$ cat config.mk
export PLATFORM = sky130hd
export DESIGN_NAME = lut_config_chain_flat
export DESIGN_NICKNAME = d
export VERILOG_FILES = /design/src/rtl/lut_config_chain_pkg.sv /design/src/rtl/lut_config_chain_if.sv /design/src/rtl/lut_read_mux.sv /design/src/rtl/lut_config_chain.sv /design/src/flat_wrapper.sv
export SDC_FILE = /design/constraint.sdc
export NUM_CORES = 1
export LEC_CHECK = 0
export BUFFER_PORTS_ARGS = -buffer_cell sky130_fd_sc_hd__buf_2
export CORE_ASPECT_RATIO = 1.25
export CORE_MARGIN = 2
export CORE_UTILIZATION = 55
export CTS_CLUSTER_SIZE = 8
export DETAILED_ROUTE_END_ITERATION = 10
export PLACE_DENSITY_LB_ADDON = 0.3
export SLEW_MARGIN = 40
export SYNTH_ARGS = -nofsm -noshare
export SYNTH_HDL_FRONTEND = slang
export SYNTH_SLANG_ARGS = --single-unit
$ cat constraint.sdc
create_clock -name clk -period 2.8 [get_ports clk]
set_clock_uncertainty 0.1 [all_clocks]
set_input_delay 0.56 -clock clk [delete_from_list [all_inputs] [get_ports clk]]
set_output_delay 0.56 -clock clk [all_outputs]
set_load 0.01 [all_outputs]
$ cat src/rtl/lut_config_chain_pkg.sv
// Shared types and size helpers for the LUT configuration chain.
package lut_cfg_pkg;

    typedef enum logic [1:0] {
        IDLE   = 2'd0,
        LOAD   = 2'd1,
        COMMIT = 2'd2
    } cfg_state_t;

    function automatic int calc_total(input int num_luts, input int addr_bits);
        return num_luts * (1 << addr_bits);
    endfunction

    function automatic int calc_words(input int num_luts, input int addr_bits, input int chain_width);
        return calc_total(num_luts, addr_bits) / chain_width;
    endfunction

endpackage

$ cat src/rtl/lut_config_chain_if.sv
// Configuration stream handshake plus commit/readback status.
interface lut_config_chain_if #(
    parameter int CHAIN_WIDTH = 1
);
    logic                   cfg_start;
    logic                   cfg_valid;
    logic                   cfg_ready;
    logic [CHAIN_WIDTH-1:0] cfg_data;
    logic                   cfg_done;
    logic                   cfg_loaded;
    logic [CHAIN_WIDTH-1:0] rb_data;

    modport master (
        output cfg_start, cfg_valid, cfg_data,
        input  cfg_ready, cfg_done, cfg_loaded, rb_data
    );

    modport slave (
        input  cfg_start, cfg_valid, cfg_data,
        output cfg_ready, cfg_done, cfg_loaded, rb_data
    );
endinterface

$ cat src/rtl/lut_read_mux.sv
// Single-channel combinational LUT read: selects one of MEM_SIZE config bits.
module lut_read_mux #(
    parameter int ADDR_BITS = 4,
    parameter int MEM_SIZE  = 2**ADDR_BITS
) (
    input  logic [MEM_SIZE-1:0]  lut,
    input  logic [ADDR_BITS-1:0] addr,
    output logic                 out
);
    assign out = lut[addr];
endmodule

$ cat src/rtl/lut_config_chain.sv
// Double-buffered multi-channel LUT config store: stream into shadow, commit atomically.
// Optional readback of the previous configuration via macro CONFIG_READBACK_EN.
module lut_config_chain
    import lut_cfg_pkg::*;
#(
    parameter int ADDR_BITS   = 4,
    parameter int MEM_SIZE    = 2**ADDR_BITS,
    parameter int NUM_LUTS    = 2,
    parameter int CHAIN_WIDTH = 1
) (
    input  logic                          clk,
    input  logic                          rst_n,
    lut_config_chain_if.slave             cfg,
    input  logic [NUM_LUTS*ADDR_BITS-1:0] addr,
    output logic [NUM_LUTS-1:0]           out
);
    localparam int TOTAL = calc_total(NUM_LUTS, ADDR_BITS);
    localparam int WORDS = calc_words(NUM_LUTS, ADDR_BITS, CHAIN_WIDTH);
    localparam int CNT_W = $clog2(WORDS + 1);

    if (TOTAL % CHAIN_WIDTH != 0) begin : g_bad_chain_width
        $error("lut_config_chain: NUM_LUTS*MEM_SIZE must be divisible by CHAIN_WIDTH");
    end
    if (MEM_SIZE != (1 << ADDR_BITS)) begin : g_bad_mem_size
        $error("lut_config_chain: MEM_SIZE must equal 2**ADDR_BITS");
    end

    cfg_state_t       state_reg, state_next;
    logic [TOTAL-1:0] shadow_reg;
    logic [TOTAL-1:0] active_reg;
    logic [TOTAL-1:0] shadow_shift;
    logic [CNT_W-1:0] cnt_reg;
    logic             loaded_reg;
    logic             ready_int;
    logic             done_int;
    logic             accept;
    logic             restart;
    logic             last_word;

    // A start is honoured in IDLE and LOAD only; COMMIT always completes.
    assign restart   = cfg.cfg_start && (state_reg != COMMIT);
    assign accept    = cfg.cfg_valid && ready_int;
    assign last_word = (cnt_reg == CNT_W'(WORDS - 1));

    if (WORDS == 1) begin : g_shift_single
        assign shadow_shift = cfg.cfg_data;
    end else begin : g_shift_chain
        assign shadow_shift = {cfg.cfg_data, shadow_reg[TOTAL-1:CHAIN_WIDTH]};
    end

    always_ff @(posedge clk or negedge rst_n) begin
        if (!rst_n) begin
            state_reg <= IDLE;
        end else begin
            state_reg <= state_next;
        end
    end

    always_comb begin
        state_next = state_reg;
        case (state_reg)
            IDLE:    if (cfg.cfg_start) state_next = LOAD;
            LOAD:    if (!cfg.cfg_start && accept && last_word) state_next = COMMIT;
            COMMIT:  state_next = IDLE;
            default: state_next = IDLE;
        endcase
    end

    always_comb begin
        ready_int = 1'b0;
        done_int  = 1'b0;
        case (state_reg)
            LOAD:    ready_int = 1'b1;
            COMMIT:  done_int  = 1'b1;
            default: ;
        endcase
    end

    always_ff @(posedge clk or negedge rst_n) begin
        if (!rst_n) begin
            shadow_reg <= '0;
            active_reg <= '0;
            cnt_reg    <= '0;
            loaded_reg <= 1'b0;
        end else if (restart) begin
            cnt_reg <= '0;
`ifdef CONFIG_READBACK_EN
            shadow_reg <= active_reg;
`endif
        end else if (state_reg == COMMIT) begin
            active_reg <= shadow_reg;
            loaded_reg <= 1'b1;
        end else if (accept) begin
            shadow_reg <= shadow_shift;
            cnt_reg    <= cnt_reg + CNT_W'(1);
        end
    end

    assign cfg.cfg_ready  = ready_int;
    assign cfg.cfg_done   = done_int;
    assign cfg.cfg_loaded = loaded_reg;

`ifdef CONFIG_READBACK_EN
    // Old configuration drains out of the low end as the new one fills the top.
    assign cfg.rb_data = shadow_reg[CHAIN_WIDTH-1:0];
`else
    assign cfg.rb_data = '0;
`endif

    for (genvar gi = 0; gi < NUM_LUTS; gi++) begin : g_chan
        lut_read_mux #(
            .ADDR_BITS (ADDR_BITS),
            .MEM_SIZE  (MEM_SIZE)
        ) u_read_mux (
            .lut  (active_reg[gi*MEM_SIZE +: MEM_SIZE]),
            .addr (addr[gi*ADDR_BITS +: ADDR_BITS]),
            .out  (out[gi])
        );
    end

endmodule

$ cat src/flat_wrapper.sv
// flat-port wrapper written by rule: the top's interface ports become plain ports
module lut_config_chain_flat import lut_cfg_pkg::*;
#(
    parameter int ADDR_BITS   = 4,
    parameter int MEM_SIZE    = 2**ADDR_BITS,
    parameter int NUM_LUTS    = 2,
    parameter int CHAIN_WIDTH = 1
)
  (clk, rst_n, addr, out, cfg_cfg_start, cfg_cfg_valid, cfg_cfg_data, cfg_cfg_ready, cfg_cfg_done, cfg_cfg_loaded, cfg_rb_data);
  lut_config_chain_if #(.CHAIN_WIDTH(CHAIN_WIDTH)) cfg_i ();
  input  logic clk;
  input  logic rst_n;
  input  logic [NUM_LUTS*ADDR_BITS-1:0] addr;
  output logic [NUM_LUTS-1:0] out;
  input wire logic [$bits(cfg_i.cfg_start)-1:0] cfg_cfg_start;
  input wire logic [$bits(cfg_i.cfg_valid)-1:0] cfg_cfg_valid;
  input wire logic [$bits(cfg_i.cfg_data)-1:0] cfg_cfg_data;
  output wire logic [$bits(cfg_i.cfg_ready)-1:0] cfg_cfg_ready;
  output wire logic [$bits(cfg_i.cfg_done)-1:0] cfg_cfg_done;
  output wire logic [$bits(cfg_i.cfg_loaded)-1:0] cfg_cfg_loaded;
  output wire logic [$bits(cfg_i.rb_data)-1:0] cfg_rb_data;
  assign cfg_i.cfg_start = cfg_cfg_start;
  assign cfg_i.cfg_valid = cfg_cfg_valid;
  assign cfg_i.cfg_data = cfg_cfg_data;
  assign cfg_cfg_ready = cfg_i.cfg_ready;
  assign cfg_cfg_done = cfg_i.cfg_done;
  assign cfg_cfg_loaded = cfg_i.cfg_loaded;
  assign cfg_rb_data = cfg_i.rb_data;
  lut_config_chain #(.ADDR_BITS(ADDR_BITS), .MEM_SIZE(MEM_SIZE), .NUM_LUTS(NUM_LUTS), .CHAIN_WIDTH(CHAIN_WIDTH)) u_core (.clk(clk), .rst_n(rst_n), .cfg(cfg_i), .addr(addr), .out(out));
endmodule
# [Word-level counts from Yosys, hierarchy flattened]
# Index checks and enable logic that the tools add are counted.
[classes] n_eq_ne=7 add_sub_neg=1 bitwise=2 n_mux=12 order_cmp=2 reduce_logical=11
[ops] cell="6-bit 2-to-1 mux" count=3
[ops] cell="4-bit by 5-bit less-than comparator with 1-bit output, second input constant" count=2
[ops] cell="1-bit binary-select mux with 4-bit select" count=2
[ops] cell="6-bit by 1-bit adder with 6-bit output, second input constant" count=1
[ops] cell="6-bit by 5-bit == test with 1-bit output, second input constant" count=1
[ops] cell="2-bit AND reduction" count=3
[ops] cell="1-bit logical AND" count=4
[ops] cell="1-bit 2-to-1 mux" count=4
[ops] cell="2-bit 2-to-1 mux" count=2
[ops] cell="2-bit by 1-bit inequality test with 1-bit output, second input constant" count=2
[ops] cell="2-bit inequality test, second input constant" count=2
[ops] cell="2-bit one-hot mux with 2 select lines" count=1
[ops] cell="3-bit AND reduction" count=1
[ops] cell="2-bit by 1-bit == test with 1-bit output, second input constant" count=1
[ops] cell="2-bit == test, second input constant" count=1
[ops] cell="2-bit logical NOT" count=1
[ops] cell="1-bit NOT" count=2
[ops] cell="2-bit nonzero test" count=1
[ops] cell="1-bit logical NOT" count=1
[totals] in_bits=13 reg_bits=73 out_inout_bits=6

# [Longest topological paths before layout]
[depth] ltp_word=7 ltp_mapped=5 depth_no_buf=4

# [By module]
# Synthesis repeated with hierarchy kept, for this count alone.
[hier_totals] cells_unflattened=262 hier_area_um2=3280.6
[by_module_without_submodules] module="lut_config_chain" area_each_um2=3010.4 n_inst=1 seq_area_each_um2=1826.8 cells_per_inst=248
[by_module_without_submodules] module="lut_read_mux" area_each_um2=135.1 n_inst=2 seq_area_each_um2=0.0 cells_per_inst=7

# [Worst setup path before layout]
# No wires, ideal clock.
[synth_path] path_type="input to output" start="input port addr[0]" end="output port out[0]" slack_ps=607 n_path_buf=1 arrival_ps=1533 path_stages=5 cell_sequence="mux4_2 nor2b_1 a211oi_1 a21oi_1 buf_4"
[synth_between] elab_chain_cells=2
[synth_rtl] element="start, declared" line="flat_wrapper.sv:13" rtl="input logic [NUM_LUTS*ADDR_BITS-1:0] addr;"
[synth_rtl] element="1-bit binary-select mux with 4-bit select" line="lut_read_mux.sv:10" rtl="assign out = lut[addr];"
[synth_rtl] element="1-bit 2-to-1 mux (not written as such)" line="lut_read_mux.sv:10"
[synth_rtl] element="end, declared" line="flat_wrapper.sv:14" rtl="output logic [NUM_LUTS-1:0] out;"
# No other way between the ends. The select of a mux whose other input is x is not followed.

# [Worst setup path in the final report]
[layout_path] start="input port addr[4]" end="output port out[1]"
# The elaborated chain is that of the path after synthesis.

==> impl_metrics.env <==
export IMPL_hold_slack_ps=122
export IMPL_rsz0062_at_grt="no"
export IMPL_seq_area_frac_synth_pct=58.8
export IMPL_crit_path_frequent_cell="buf_2"
export IMPL_cts_buffer_depth=2
export IMPL_drt_vias_per_instance=5.78
export IMPL_ys_warn_count=0
export IMPL_cts_buffers=9
export IMPL_final_period_utilization_pct=87.7
export IMPL_cpMaxStageDelayCell="mux4_2"
export IMPL_die_y_um=88.0
export IMPL_core_area_mm2=0.00544
export IMPL_synth_nets=211
export IMPL_area_growth_pct=12.2
export IMPL_setup_violations=0
export IMPL_root_buffer="clkbuf_8"
export IMPL_diodes=0
export IMPL_crit_required_ps=2140
export IMPL_seqPwrFrac_pct=51.5
export IMPL_syn_inst=197
export IMPL_hold_buffers=0
export IMPL_yosys_most_used_dff="dfrtp_1"
export IMPL_core_rowCount=30
export IMPL_drt_iter0_drc=84
export IMPL_ios=19
export IMPL_track_usage_pct=18.3
export IMPL_layout_drive_gt1_share_pct=47.5
export IMPL_p_comb_share_pct=7.4
export IMPL_p_leak_nw=1.72
export IMPL_final_util_pct=64.0
export IMPL_dpl_hpwl_um=3440
export IMPL_cts_sinks=73
export IMPL_port_buffer_count=17
export IMPL_worstPathCellList="buf_2, mux4_2, nor2b_1, a211oi_1, a21oi_1, buf_2"
export IMPL_synth_edf_count=0
export IMPL_first_pass_iters=4
export IMPL_clock_power_share_pct=41.2
export IMPL_cts_resized=0
export IMPL_drc=0
export IMPL_hold_class="in -> async"
export IMPL_clk_latency_ps=340
export IMPL_die_area_mm2=0.00627
export IMPL_synth_cell_area_mm2=0.00311
export IMPL_cp_start_kind="input pin"
export IMPL_start_util_pct=57.1
export IMPL_drv_slew=0
export IMPL_clkTransAtPathRegs_ps=70
export IMPL_path_class="in -> out"
export IMPL_final_setup_tns_ps=0
export IMPL_grt_pass1_vias=1832
export IMPL_clock_fmax_ghz=0.407
export IMPL_drv_cap=0
export IMPL_p_per_area_mw_per_mm2=685
export IMPL_relSlewSlack_pct=58.9
export IMPL_htreeDepth=3
export IMPL_grt_max_degree=47
export IMPL_internal_power_w=0.00187
export IMPL_antenna_found_initial=0
export IMPL_synth_seq_cells=73
export IMPL_final_hold_viol_count=0
export IMPL_critPathMaxFanout=4
export IMPL_swShare_pct=21.5
export IMPL_yosysTopAreaCellShare_pct=58.8
export IMPL_arrival_ps=1800
export IMPL_synth_top_cells_by_count="dfrtp_1 (73), mux2_2 (65)"
export IMPL_status="complete, no violations"
export IMPL_fin_crit_ps=2460
export IMPL_max_stage_delay_ps=510
export IMPL_cts_tree="built"
export IMPL_antenna_left=0
export IMPL_ys_top_cells_by_area="dfrtp_1 (59%), mux2_2 (24%), mux4_1 (5.1%)"
export IMPL_avgSynthCellArea_um2=15.8
export IMPL_worst_pin_slew_ps=616
export IMPL_fp_dieW_um=71.2
export IMPL_wl_per_cell_um=17.2
export IMPL_endpoint_kind="output port"
export IMPL_worst_ir_drop_vdd_uv=476
export IMPL_netlist_cell_type_count=27
export IMPL_post_cts_setup_buffer_count=0
export IMPL_yosys_cell_count_top_type="dfrtp_1"
export IMPL_wirelength_um=4930
export IMPL_switchingPower_w=0.000512
export IMPL_num_vias=1658
export IMPL_final_nets=232
export IMPL_grt_pass1_wl_um=8690
export IMPL_overflow=0
export IMPL_async_flop_share_pct=100
export IMPL_synth_top_area_cell="dfrtp_1"
export IMPL_gp_congestion=0.778
[cell type report]
cell class | count | area, um^2
fillers | 391 | 1960
flip-flops and latches | 73 | 1830
multi-input cells | 113 | 1190
clock buffers | 11 | 141
repair buffers | 21 | 140
clock inverters | 5 | 103
well taps | 64 | 80.1
[logic make-up (layout without fill, tap and decap cells)]
group | after synthesis | count (layout) | share of synthesized area, %
buf+inv | 11 | 37 | 2.86
simple gates | 19 | 19 | 3.83
fa+ha+maj | 1 | 1 | 0.403
other cells | 1 | 1 | 0.121
compound gates | 17 | 17 | 3.22
flops | 73 | 73 | 58.8
mux | 75 | 75 | 30.7
[final timing paths]
kind	start	to	slack, ps	depth (start not counted)
max	addr[4]	out[1]	340	6
min	rst_n	u_core.state_reg[1]	120	1
max reg2reg	u_core.state_reg[1]	u_core.shadow_reg[10]	910	3
min reg2reg	u_core.cfg.cfg_loaded	u_core.cfg.cfg_loaded	380	1
max in group asynchronous	rst_n	u_core.active_reg[15]	1830	2
min in group clk	cfg_cfg_data	u_core.shadow_reg[31]	350	2
[layout by cell type, fill, tap and decap left out, types with 3 or more instances in the layout]
cell type,count
dfrtp_1,73
mux2_2,65
buf_2,17
clkbuf_8,10
mux4_1,6
a21oi_1,6
o21ai_0,6
nor2b_1,5
bufinv_16,3
[power groups by stage]
stage	sequential, W	combinational [W]	clock [W]
global placement	0.00124	0.000166	0
CTS	0.00123	0.000181	0.00101
finish	0.00123	0.000176	0.000982
detailed placement	0.00125	0.000178	0
floorplan	0.00122	0.000127	0
global route	0.00124	0.000194	0.00105
[stage by stage]
stage                     instance area (um^2)  std cells  total power (W)  worst slack, ps
after floorplan                           3110        197          0.00135              607
after global placement                    3240        271          0.00141              398
final                                     3480        287          0.00239              345
after detailed placement                  3240        271          0.00142              352
after CTS                                 3480        287          0.00242              340
after global routing                      3480        287          0.00249              295
[worst max-delay path: cells and delay by family]
kind	cells	cell delay [ps]
simple gates	1	150
compound gates	2	280
mux	1	510
buf+inv	2	290
[routing by layer]
| metal | global-route usage, % | routed length [um] | share of wire, % |
|---|---|---|---|
| met5 | 0 | 0 | 0 |
| met4 | 10.3 | 115 | 2.3 |
| met1 | 21.8 | 2050 | 42 |
| met2 | 31.2 | 2620 | 53 |
| met3 | 3.68 | 139 | 2.8 |
Note: power is estimated with default switching activity, not from simulation.
